**config.mk**
```make
export PLATFORM = sky130hd
export DESIGN_NAME = sd_cmd_frame_serializer
export DESIGN_NICKNAME = d
export VERILOG_FILES = /design/src/rtl/sd_cmd_frame_serializer_pkg.sv /design/src/rtl/sd_cmd_frame_serializer_crc7.sv /design/src/rtl/sd_cmd_frame_serializer.sv
export SDC_FILE = /design/constraint.sdc
export NUM_CORES = 1
export LEC_CHECK = 0
export ABC_AREA = 1
export CAP_MARGIN = 10
export CORE_UTILIZATION = 47
export CTS_CLUSTER_DIAMETER = 150
export DETAILED_ROUTE_END_ITERATION = 8
export HOLD_SLACK_MARGIN = 0.08
export PLACE_DENSITY = 0.87
export SYNTH_ARGS = -nofsm -noshare
export SYNTH_HDL_FRONTEND = slang
export SYNTH_SLANG_ARGS = --single-unit
export TNS_END_PERCENT = 10
```
**constraint.sdc**
```tcl
create_clock -name sd_clock -period 1.81 [get_ports sd_clock]
set_input_delay 0.362 -clock sd_clock [delete_from_list [all_inputs] [get_ports sd_clock]]
set_output_delay 0.362 -clock sd_clock [all_outputs]
set_load 0.05 [all_outputs]
```
**src/rtl/sd_cmd_frame_serializer_pkg.sv**
```systemverilog
// Shared definitions for the SD CMD-line frame serializer and its CRC7 helper.
// Provides frame widths, the CRC7 polynomial, the serializer state encoding
// and a single-bit CRC7 update function reused by the TX and RX CRC blocks.
package sd_cmd_frame_serializer_pkg;

  localparam int FRAME_R1     = 48;
  localparam int FRAME_R2     = 136;
  localparam int FRAME_MIN    = 16;
  // CRC7 plus end bit occupy the last 8 bits of a frame when CRC is inserted.
  localparam int TRAILER_BITS = 8;
  // R2 frames keep start, dir and the reserved 111111 field out of the CRC.
  localparam int R2_HDR_BITS  = 8;

  localparam logic [6:0] CRC7_POLY = 7'h09;

  typedef enum logic [2:0] {
    ST_IDLE      = 3'd0,
    ST_SEND_DATA = 3'd1,
    ST_SEND_CRC  = 3'd2,
    ST_SEND_END  = 3'd3,
    ST_DONE      = 3'd4
  } state_t;

  // One serial step of CRC7 (x^7 + x^3 + 1), message bit presented MSB first.
  function automatic logic [6:0] crc7_step(input logic [6:0] crc, input logic din);
    logic fb;
    fb = din ^ crc[6];
    return {crc[5:0], 1'b0} ^ (fb ? CRC7_POLY : 7'h00);
  endfunction

endpackage

```
**src/rtl/sd_cmd_frame_serializer_crc7.sv**
```systemverilog
// Serial CRC7 generator shared by the CMD TX serializer and the RX checker.
// Ports: sd_clock/reset (async, active-low); clear zeroes the register and,
// when enable is also high, the same edge absorbs din into the cleared value;
// enable absorbs din; crc is the current 7-bit remainder.
module sd_crc7
  import sd_cmd_frame_serializer_pkg::*;
(
  input  logic       sd_clock,
  input  logic       reset,
  input  logic       clear,
  input  logic       enable,
  input  logic       din,
  output logic [6:0] crc
);

  logic [6:0] crc_r;
  logic [6:0] base_s;
  logic [6:0] crc_nxt_s;

  // Next remainder: optional clear first, then optional one-bit update.
  always_comb begin
    base_s    = clear ? 7'h00 : crc_r;
    crc_nxt_s = base_s;
    if (enable) begin
      crc_nxt_s = crc7_step(base_s, din);
    end else begin
      crc_nxt_s = base_s;
    end
  end

  // CRC remainder register.
  always_ff @(posedge sd_clock or negedge reset) begin
    if (!reset) begin
      crc_r <= 7'h00;
    end else begin
      crc_r <= crc_nxt_s;
    end
  end

  assign crc = crc_r;

endmodule

```
**src/rtl/sd_cmd_frame_serializer.sv**
```systemverilog
// SD CMD-line frame serializer: shifts a 48-bit or 136-bit frame out MSB first
// on cmd_pin, optionally appending an internally generated CRC7 and end bit.
// Ports: sd_clock/reset (async, active-low); enable (low aborts); load_send
// start strobe; frame_len total bits; crc_insert; payload left-aligned frame;
// ack_in releases complete. Outputs cmd_pin (idles 1), cmd_oe, busy, complete,
// len_err are all registered.
module sd_cmd_frame_serializer
  import sd_cmd_frame_serializer_pkg::*;
#(
  parameter int MAX_FRAME = 136,
  parameter int LEN_W     = 8,
  parameter int CRC_EN    = 1
)
(
  input  logic                 sd_clock,
  input  logic                 reset,
  input  logic                 enable,
  input  logic                 load_send,
  input  logic [LEN_W-1:0]     frame_len,
  input  logic                 crc_insert,
  input  logic [MAX_FRAME-1:0] payload,
  input  logic                 ack_in,
  output logic                 cmd_pin,
  output logic                 cmd_oe,
  output logic                 busy,
  output logic                 complete,
  output logic                 len_err
);

  localparam logic [LEN_W-1:0] CNT_ZERO  = {LEN_W{1'b0}};
  localparam logic [LEN_W-1:0] CNT_ONE   = LEN_W'(1);
  localparam logic [LEN_W-1:0] CNT_CRC   = LEN_W'(6);
  localparam logic [LEN_W-1:0] TRIM_CRC  = LEN_W'(TRAILER_BITS + 1);
  localparam logic [LEN_W-1:0] LEN_MIN   = LEN_W'(FRAME_MIN);
  localparam logic [LEN_W-1:0] LEN_MAX   = LEN_W'(MAX_FRAME);
  localparam logic [LEN_W-1:0] LEN_R2    = LEN_W'(FRAME_R2);
  localparam logic [3:0]       SKIP_INIT = 4'(R2_HDR_BITS - 1);

  state_t                 state_r, next_state_s;
  logic [MAX_FRAME-1:0]   shift_r, shift_nxt_s;
  logic [LEN_W-1:0]       cnt_r, cnt_nxt_s;
  logic [3:0]             skip_r, skip_nxt_s;
  logic                   crc_on_r, crc_on_nxt_s;
  logic                   pin_r, oe_r, busy_r, complete_r, len_err_r;
  logic                   pin_bit_s, drive_nxt_s;
  logic                   len_ok_s, start_ok_s, crc_on_s, r2_s;
  logic                   crc_clear_s, crc_en_s, crc_din_s;
  logic [6:0]             crc_s;

  assign len_ok_s    = (frame_len >= LEN_MIN) && (frame_len <= LEN_MAX);
  assign start_ok_s  = enable && load_send && len_ok_s;
  assign crc_on_s    = (CRC_EN != 0) ? crc_insert : 1'b0;
  assign r2_s        = (frame_len == LEN_R2);
  assign drive_nxt_s = (next_state_s == ST_SEND_DATA) || (next_state_s == ST_SEND_CRC) ||
                       (next_state_s == ST_SEND_END);

  sd_crc7 u_crc7 (
    .sd_clock (sd_clock),
    .reset    (reset),
    .clear    (crc_clear_s),
    .enable   (crc_en_s),
    .din      (crc_din_s),
    .crc      (crc_s)
  );

  // State register.
  always_ff @(posedge sd_clock or negedge reset) begin
    if (!reset) begin
      state_r <= ST_IDLE;
    end else begin
      state_r <= next_state_s;
    end
  end

  // Next-state logic; enable low returns to IDLE from anywhere.
  always_comb begin
    next_state_s = state_r;
    case (state_r)
      ST_IDLE: begin
        if (start_ok_s) next_state_s = ST_SEND_DATA;
        else            next_state_s = ST_IDLE;
      end
      ST_SEND_DATA: begin
        if (!enable)              next_state_s = ST_IDLE;
        else if (cnt_r == CNT_ZERO) next_state_s = crc_on_r ? ST_SEND_CRC : ST_DONE;
        else                      next_state_s = ST_SEND_DATA;
      end
      ST_SEND_CRC: begin
        if (!enable)              next_state_s = ST_IDLE;
        else if (cnt_r == CNT_ZERO) next_state_s = ST_SEND_END;
        else                      next_state_s = ST_SEND_CRC;
      end
      ST_SEND_END: begin
        if (!enable) next_state_s = ST_IDLE;
        else         next_state_s = ST_DONE;
      end
      ST_DONE: begin
        if (!enable || ack_in) next_state_s = ST_IDLE;
        else                   next_state_s = ST_DONE;
      end
      default: next_state_s = ST_IDLE;
    endcase
  end

  // Output/datapath next values. cmd_pin is registered, so each edge loads the
  // bit for the coming cycle and feeds the CRC with that same bit; the counter
  // holds how many bits of the current phase remain after the one on the line.
  always_comb begin
    shift_nxt_s  = shift_r;
    cnt_nxt_s    = cnt_r;
    skip_nxt_s   = skip_r;
    crc_on_nxt_s = crc_on_r;
    pin_bit_s    = 1'b1;
    crc_clear_s  = 1'b0;
    crc_en_s     = 1'b0;
    crc_din_s    = 1'b0;
    case (state_r)
      ST_IDLE: begin
        if (start_ok_s) begin
          pin_bit_s    = payload[MAX_FRAME-1];
          shift_nxt_s  = payload << 1;
          cnt_nxt_s    = crc_on_s ? (frame_len - TRIM_CRC) : (frame_len - CNT_ONE);
          crc_on_nxt_s = crc_on_s;
          skip_nxt_s   = r2_s ? SKIP_INIT : 4'd0;
          crc_clear_s  = 1'b1;
          crc_en_s     = !r2_s;
          crc_din_s    = payload[MAX_FRAME-1];
        end else begin
          pin_bit_s = 1'b1;
        end
      end
      ST_SEND_DATA: begin
        if (cnt_r != CNT_ZERO) begin
          pin_bit_s   = shift_r[MAX_FRAME-1];
          shift_nxt_s = shift_r << 1;
          cnt_nxt_s   = cnt_r - CNT_ONE;
          crc_en_s    = (skip_r == 4'd0);
          crc_din_s   = shift_r[MAX_FRAME-1];
          if (skip_r != 4'd0) skip_nxt_s = skip_r - 4'd1;
          else                skip_nxt_s = skip_r;
        end else if (crc_on_r) begin
          // Last data bit already absorbed: park the remaining CRC bits in the
          // shift register so SEND_CRC reuses the same shift path.
          pin_bit_s   = crc_s[6];
          shift_nxt_s = {crc_s[5:0], 1'b1, {(MAX_FRAME-7){1'b0}}};
          cnt_nxt_s   = CNT_CRC;
        end else begin
          pin_bit_s = 1'b1;
        end
      end
      ST_SEND_CRC: begin
        if (cnt_r != CNT_ZERO) begin
          pin_bit_s   = shift_r[MAX_FRAME-1];
          shift_nxt_s = shift_r << 1;
          cnt_nxt_s   = cnt_r - CNT_ONE;
        end else begin
          pin_bit_s = 1'b1;
        end
      end
      ST_SEND_END: pin_bit_s = 1'b1;
      ST_DONE:     pin_bit_s = 1'b1;
      default:     pin_bit_s = 1'b1;
    endcase
  end

  // Datapath and registered outputs.
  always_ff @(posedge sd_clock or negedge reset) begin
    if (!reset) begin
      shift_r    <= {MAX_FRAME{1'b0}};
      cnt_r      <= CNT_ZERO;
      skip_r     <= 4'd0;
      crc_on_r   <= 1'b0;
      pin_r      <= 1'b1;
      oe_r       <= 1'b0;
      busy_r     <= 1'b0;
      complete_r <= 1'b0;
      len_err_r  <= 1'b0;
    end else begin
      shift_r    <= shift_nxt_s;
      cnt_r      <= cnt_nxt_s;
      skip_r     <= skip_nxt_s;
      crc_on_r   <= crc_on_nxt_s;
      pin_r      <= drive_nxt_s ? pin_bit_s : 1'b1;
      oe_r       <= drive_nxt_s;
      busy_r     <= (next_state_s != ST_IDLE);
      complete_r <= (next_state_s == ST_DONE);
      len_err_r  <= (state_r == ST_IDLE) && enable && load_send && !len_ok_s;
    end
  end

  assign cmd_pin  = pin_r;
  assign cmd_oe   = oe_r;
  assign busy     = busy_r;
  assign complete = complete_r;
  assign len_err  = len_err_r;

endmodule

```
# Word level (Yosys, flattened, before mapping)
# Cells that the tools add are included.
dict set report op_classes {
  order_cmp 2
  n_addsub 4
  muxes 42
  n_bitwise 2
  reduce_logical 23
  eq_ne 14
}
# operator count
set op_table {}
lappend op_table {{two-way mux 136 bit} 4}
lappend op_table {{one-hot mux 136 bit (3 select lines)} 1}
lappend op_table {{two-way mux 8 bit} 5}
lappend op_table {{one-hot mux 8 bit (3 select lines)} 1}
lappend op_table {{two-way mux 3 bit} 6}
lappend op_table {{two-way mux 4 bit} 4}
lappend op_table {{subtractor 8 x 1 -> 8 bit, second input constant} 2}
lappend op_table {{one-hot mux 3 bit (5 select lines)} 1}
lappend op_table {{two-way mux 7 bit} 2}
lappend op_table {{two-way mux 1 bit} 13}
lappend op_table {{equality test 3 x 2 -> 1 bit, second input constant} 4}
lappend op_table {{equality test 8 bit, second input constant} 1}
lappend op_table {{greater-or-equal comparator 8 x 5 -> 1 bit, second input constant} 1}
lappend op_table {{<= comparator 8 bit, second input constant} 1}
lappend op_table {{logical NOT 8 bit} 1}
lappend op_table {{inequality test 2 bit, second input constant} 4}
lappend op_table {{one-hot mux 4 bit (2 select lines)} 1}
lappend op_table {{AND reduction 4 bit} 2}
lappend op_table {{nonzero test 8 bit} 1}
lappend op_table {{subtractor 8 x 4 -> 8 bit, second input constant} 1}
lappend op_table {{XOR 7 bit} 1}
lappend op_table {{equality test 3 x 1 -> 1 bit, second input constant} 2}
lappend op_table {{equality test 3 bit, second input constant} 2}
lappend op_table {{logical AND 1 bit} 6}
lappend op_table {{14 further kinds} 20}
dict set report word_totals {
  out_inout_bits 5
  reg_bits 164
  in_bits 150
  word_cells 98
}

# Depth between registers and ports, before layout
dict set report depth {
  depth_word 10
  ltp_mapped 14
  ltp_nobuf 12
}

# By module
# From an unflattened synthesis, not the netlist that was laid out.
dict set report hier_totals {
  cells_unflattened 1314
  area_unflattened_um2 8812.2
}
# module instances seq_area_each_um2 area_per_inst_um2 cells_each
set by_module_without_submodules {}
lappend by_module_without_submodules {sd_cmd_frame_serializer 1 3905.0 8466.9 1279}
lappend by_module_without_submodules {sd_crc7 1 175.2 345.3 35}

# Worst setup path after synthesis
# OpenSTA, ideal clock, no wires.
dict set report synth_timing {
  path_kind {flip-flop to flip-flop}
  startpoint {register cnt_r[0]}
  endpoint {register cnt_r[4]}
  arrival_ps 1855
  synth_period_minus_slack_ps 1978
  setup_time_ps 123
  slack_ps -168
  path_stages_with_launch 15
  cell_sequence {dfrtp_1 -> inv_1 -> ha_1 -> inv_1 -> nor2_2 -> nand4_2 -> nor2_4 -> nand2_4 -> nand3b_4 -> buf_6 -> buf_8 -> inv_4 -> buf_6 -> nand2_1 -> nand2_1}
}
dict set report synth_between {
  elab_chain_cells 3
  word_cells_on_any_way 8
}
# item line_no
set synth_lines {}
lappend synth_lines {{from (decl)} sd_cmd_frame_serializer.sv:41} ;# logic [LEN_W-1:0] cnt_r, cnt_nxt_s;
lappend synth_lines {{from (signal assigned)} sd_cmd_frame_serializer.sv:180} ;# cnt_r <= cnt_nxt_s;
lappend synth_lines {{subtractor 8 x 1 -> 8 bit / nonzero test 8 bit (equally long branches)} n/a}
lappend synth_lines {{two-way mux 8 bit (tied with other cells)} sd_cmd_frame_serializer.sv:152} ;# if (cnt_r != CNT_ZERO) begin
lappend synth_lines {{one-hot mux 8 bit (3 select lines) / AND reduction 4 bit (equally long branches)} n/a}
# Parallel ways exist; a longest one is shown, timed or not. The select of a mux whose other input is x is not followed.
# A chain may end at the register's enable or synchronous reset.

# Worst setup path after layout
dict set report layout_timing {
  startpoint {register cnt_r[1]}
  endpoint {register shift_r[19]}
}
dict set report layout_between {
  elab_chain_cells 3
  word_cells_on_any_way 6
}
# item line_no
set layout_lines {}
lappend layout_lines {{nonzero test 8 bit *} {sd_cmd_frame_serializer.sv:133, sd_cmd_frame_serializer.sv:152}}
lappend layout_lines {{inequality test 3 bit (no line) (tied with other cells)} n/a}
lappend layout_lines {{AND reduction 4 bit (no line) / one-hot mux 136 bit (3 select lines) (equally long branches)} n/a}
lappend layout_lines {{to (signal assigned)} sd_cmd_frame_serializer.sv:169} ;# shift_r <= {MAX_FRAME{1'b0}};
lappend layout_lines {{to (signal assigned)} sd_cmd_frame_serializer.sv:179} ;# shift_r <= shift_nxt_s;
lappend layout_lines {{to (decl)} sd_cmd_frame_serializer.sv:40} ;# logic [MAX_FRAME-1:0] shift_r, shift_nxt_s;
# Mark *: on every way between the ends. The rest lies on a longest branch, timed or not.

==> impl_metrics.tcl <==
set metrics [dict create \
    status "finished with violations" \
    violations "setup timing" \
    io_buffers 154 \
    synth_top_family_by_area "compound AO/OA/AOI/OAI gates" \
    grt_pass1_wl_um 34300 \
    min-delay-path-class "input port to async pin" \
    synthArstFlopShare 1.00 \
    required_ns 2.12 \
    r2r-end "shift_r[19]$_DFFE_PN0P_" \
    track_usage 0.259 \
    synth-compound-area-share 0.236 \
    pre_cts_ws_ns -0.438 \
    synthXorXnorAreaFrac 0.00783 \
    yosys_warnings 0 \
    grt_pass1_vias 7077 \
    drtAntennaViolNets 0 \
    drc 0 \
    ir_drop_v 0.000818 \
    area_growth_pct 40.6 \
    ctsLongestPathBuffers 2 \
    cts.htree.levels 4 \
    cts_root_buf "clkbuf_16" \
    setup.worst_path.end_class "register" \
    r2r_slack_ns -0.12 \
    rsz0062_at_grt "true" \
    slew_headroom 0.680 \
    endpoint "shift_r[19]$_DFFE_PN0P_" \
    netlist_area_mm2 0.00783 \
    synthTopCellsByArea "dfrtp_1 (52%), a22oi_1 (12%), nand2_1 (11%), o21ai_0 (8.4%), buf_6 (2.4%)" \
    yosys.area_share.simple 0.155 \
    crit_type "register to register" \
    muxShareOfSynthArea 0 \
    wire_per_inst_um 17.2 \
    hold_viol 0 \
    syn_inst 873 \
    via_per_inst 5.69 \
    clkTransAtPathRegs_ns 0.07 \
    cts_tree "built" \
    slew_violations 0 \
    fin_ws_ns -0.116 \
    ys_top_cells_by_count "nand2_1 (232), dfrtp_1 (162), o21ai_0 (131)" \
    dieArea_mm2 0.0172 \
    finalPower_w 0.0136 \
    finalSetupViolCount 149 \
    dr.pass1.iters 6 \
    cellPowerDensity_mw_per_mm2 1230 \
    cts_buffers 17 \
    fmax_ghz 0.519 \
    dieHeight_um 131 \
    core_mm2 0.0161 \
    grt_max_degree 80 \
    crit_start "cnt_r[1]$_DFFE_PN0P_" \
    antenna_found_initial 0 \
    worstMarginPinSlew_ns 0.483 \
    overflow 0 \
    yosysMostFrequentCell "nand2_1" \
    clock_skew_ns 0.00884 \
    via_count 7326 \
    cts_num_sinks 163 \
    rows 46 \
    synth_top_area_frac 0.518 \
    fin_crit_sh 1.06 \
    holdWs_ns 0.426 \
    final_nets 1215 \
    synth_fa_ha_area_frac 0.00959 \
    drive_above_1_share 0.147 \
    avgSynthCellArea_um2 8.97 \
    diodes 0 \
    clk-insertion-delay-late_ns 0.43 \
    dp_hpwl_um 12900 \
    die_w_um 131 \
    timing.rr.start "cnt_r[1]$_DFFE_PN0P_" \
    fin_crit_ns 1.93 \
    io_pins 155 \
    initial_core_util 0.488 \
    yosysSeqAreaShare 0.521 \
    drt_iter0_drc 627 \
    worstPathArrival_ns 2.23 \
    wirelength_um 22200 \
    rr_worst_depth 11 \
    yosysTopAreaCell "dfrtp_1" \
    path_max_fanout 20 \
    gp_congestion 0.907 \
    p_leak_nw 5.02 \
    synth_cell_types 33 \
    synth_edf_count 0 \
    ys_dominant_reg_cell "dfrtp_1" \
    synth-seq-cells 163 \
    startpoint_type "register" \
    cap_violations 0 \
    synth_nets 1029 \
]
[state kept, by name, summed over array words and instances (netlist names), 3 cells and up]
register,flops
shift_r,135
cnt_r,8
u_crc7.crc,7
skip_r,4
state_r,3
[report_power, final]
part / internal, W / total [W] / switching [W] / leakage [nW]
clock network: 0.00226 / 0.00388 / 0.00162 / 0.301
registers: 0.00495 / 0.00577 / 0.000829 / 2.04
logic: 0.00187 / 0.00392 / 0.00205 / 2.68
total: 0.00907 / 0.0136 / 0.00450 / 5.02
[metal layers]
| metal | global-route usage | vias up | part of all wire |
|---|---|---|---|
| li1 | - | 3402 | - |
| met1 | 0.332 | 3522 | 0.41 |
| met2 | 0.425 | 346 | 0.49 |
| met3 | 0.0507 | 56 | 0.067 |
| met4 | 0.120 | 0 | 0.030 |
| met5 | 0 | - | 0 |
[layout by cell type, fill, tap and decap left out, drive strengths merged, types with 14 or more instances in the layout]
master	n
buf	77
nand3	28
inv	44
nand2	233
a21oi	14
a22oi	128
o21ai	155
nor2	23
dfrtp	162
clkdlybuf4s50	148
clkbuf	22
[through the flow]
step | std cells | util | area (um2) | setup TNS (ns)
global route | 1288 | 0.686 | 11000 | -21.25
floorplan | 873 | - | 7860 | -6.88
CTS | 1283 | 0.676 | 10900 | -9.41
global placement | 1240 | 0.619 | 9940 | -49.17
detailed placement | 1240 | 0.619 | 9940 | -57.68
finish | 1288 | 0.686 | 11000 | -8.61
[critical path, stage by stage, from the launching register on]
cell,delay (ns)
dfrtp_1,0.40
inv_2,0.08
ha_4,0.13
inv_2,0.04
nor2_4,0.11
nand4_4,0.14
inv_2,0.15
o21ai_4,0.10
buf_12,0.18
buf_12,0.13
a22oi_1,0.22
o21ai_1,0.12
[cell families (layout without fill, tap and decap cells)]
kind of cell	Yosys count	after routing
fa+ha+maj	6	6
compound gates	300	300
xor+xnor	7	7
simple gates	295	295
buf+inv	102	301
flops	163	163
[layout make-up]
class	instances	area, um2
clock buffers	18	439
clock inverters	14	193
fillers	1111	5050
inverters	38	153
multi-input cells	608	3320
flip-flops and latches	163	4080
well taps	216	270
repair buffers	231	2560
[how the worst min path moves through the flow]
stage	startpoint	to	cells after the start
after floorplan	reset	busy$_DFF_PN0_	0
after global placement	reset	shift_r[85]$_DFFE_PN0P_	1
after detailed placement	reset	shift_r[85]$_DFFE_PN0P_	1
after CTS	reset	shift_r[85]$_DFFE_PN0P_	2
after global routing	reset	shift_r[85]$_DFFE_PN0P_	2
final	reset	shift_r[85]$_DFFE_PN0P_	2
[timing repair]
item,CTS,global route
setup endpoints to repair,153,158
hold buffers,1,0
cloned,5,4
resized for setup,80,61
buffers inserted,5,3
endpoints found under the hold margin,36,0
pin swaps,5,4
(Power assumes the default switching activity.)
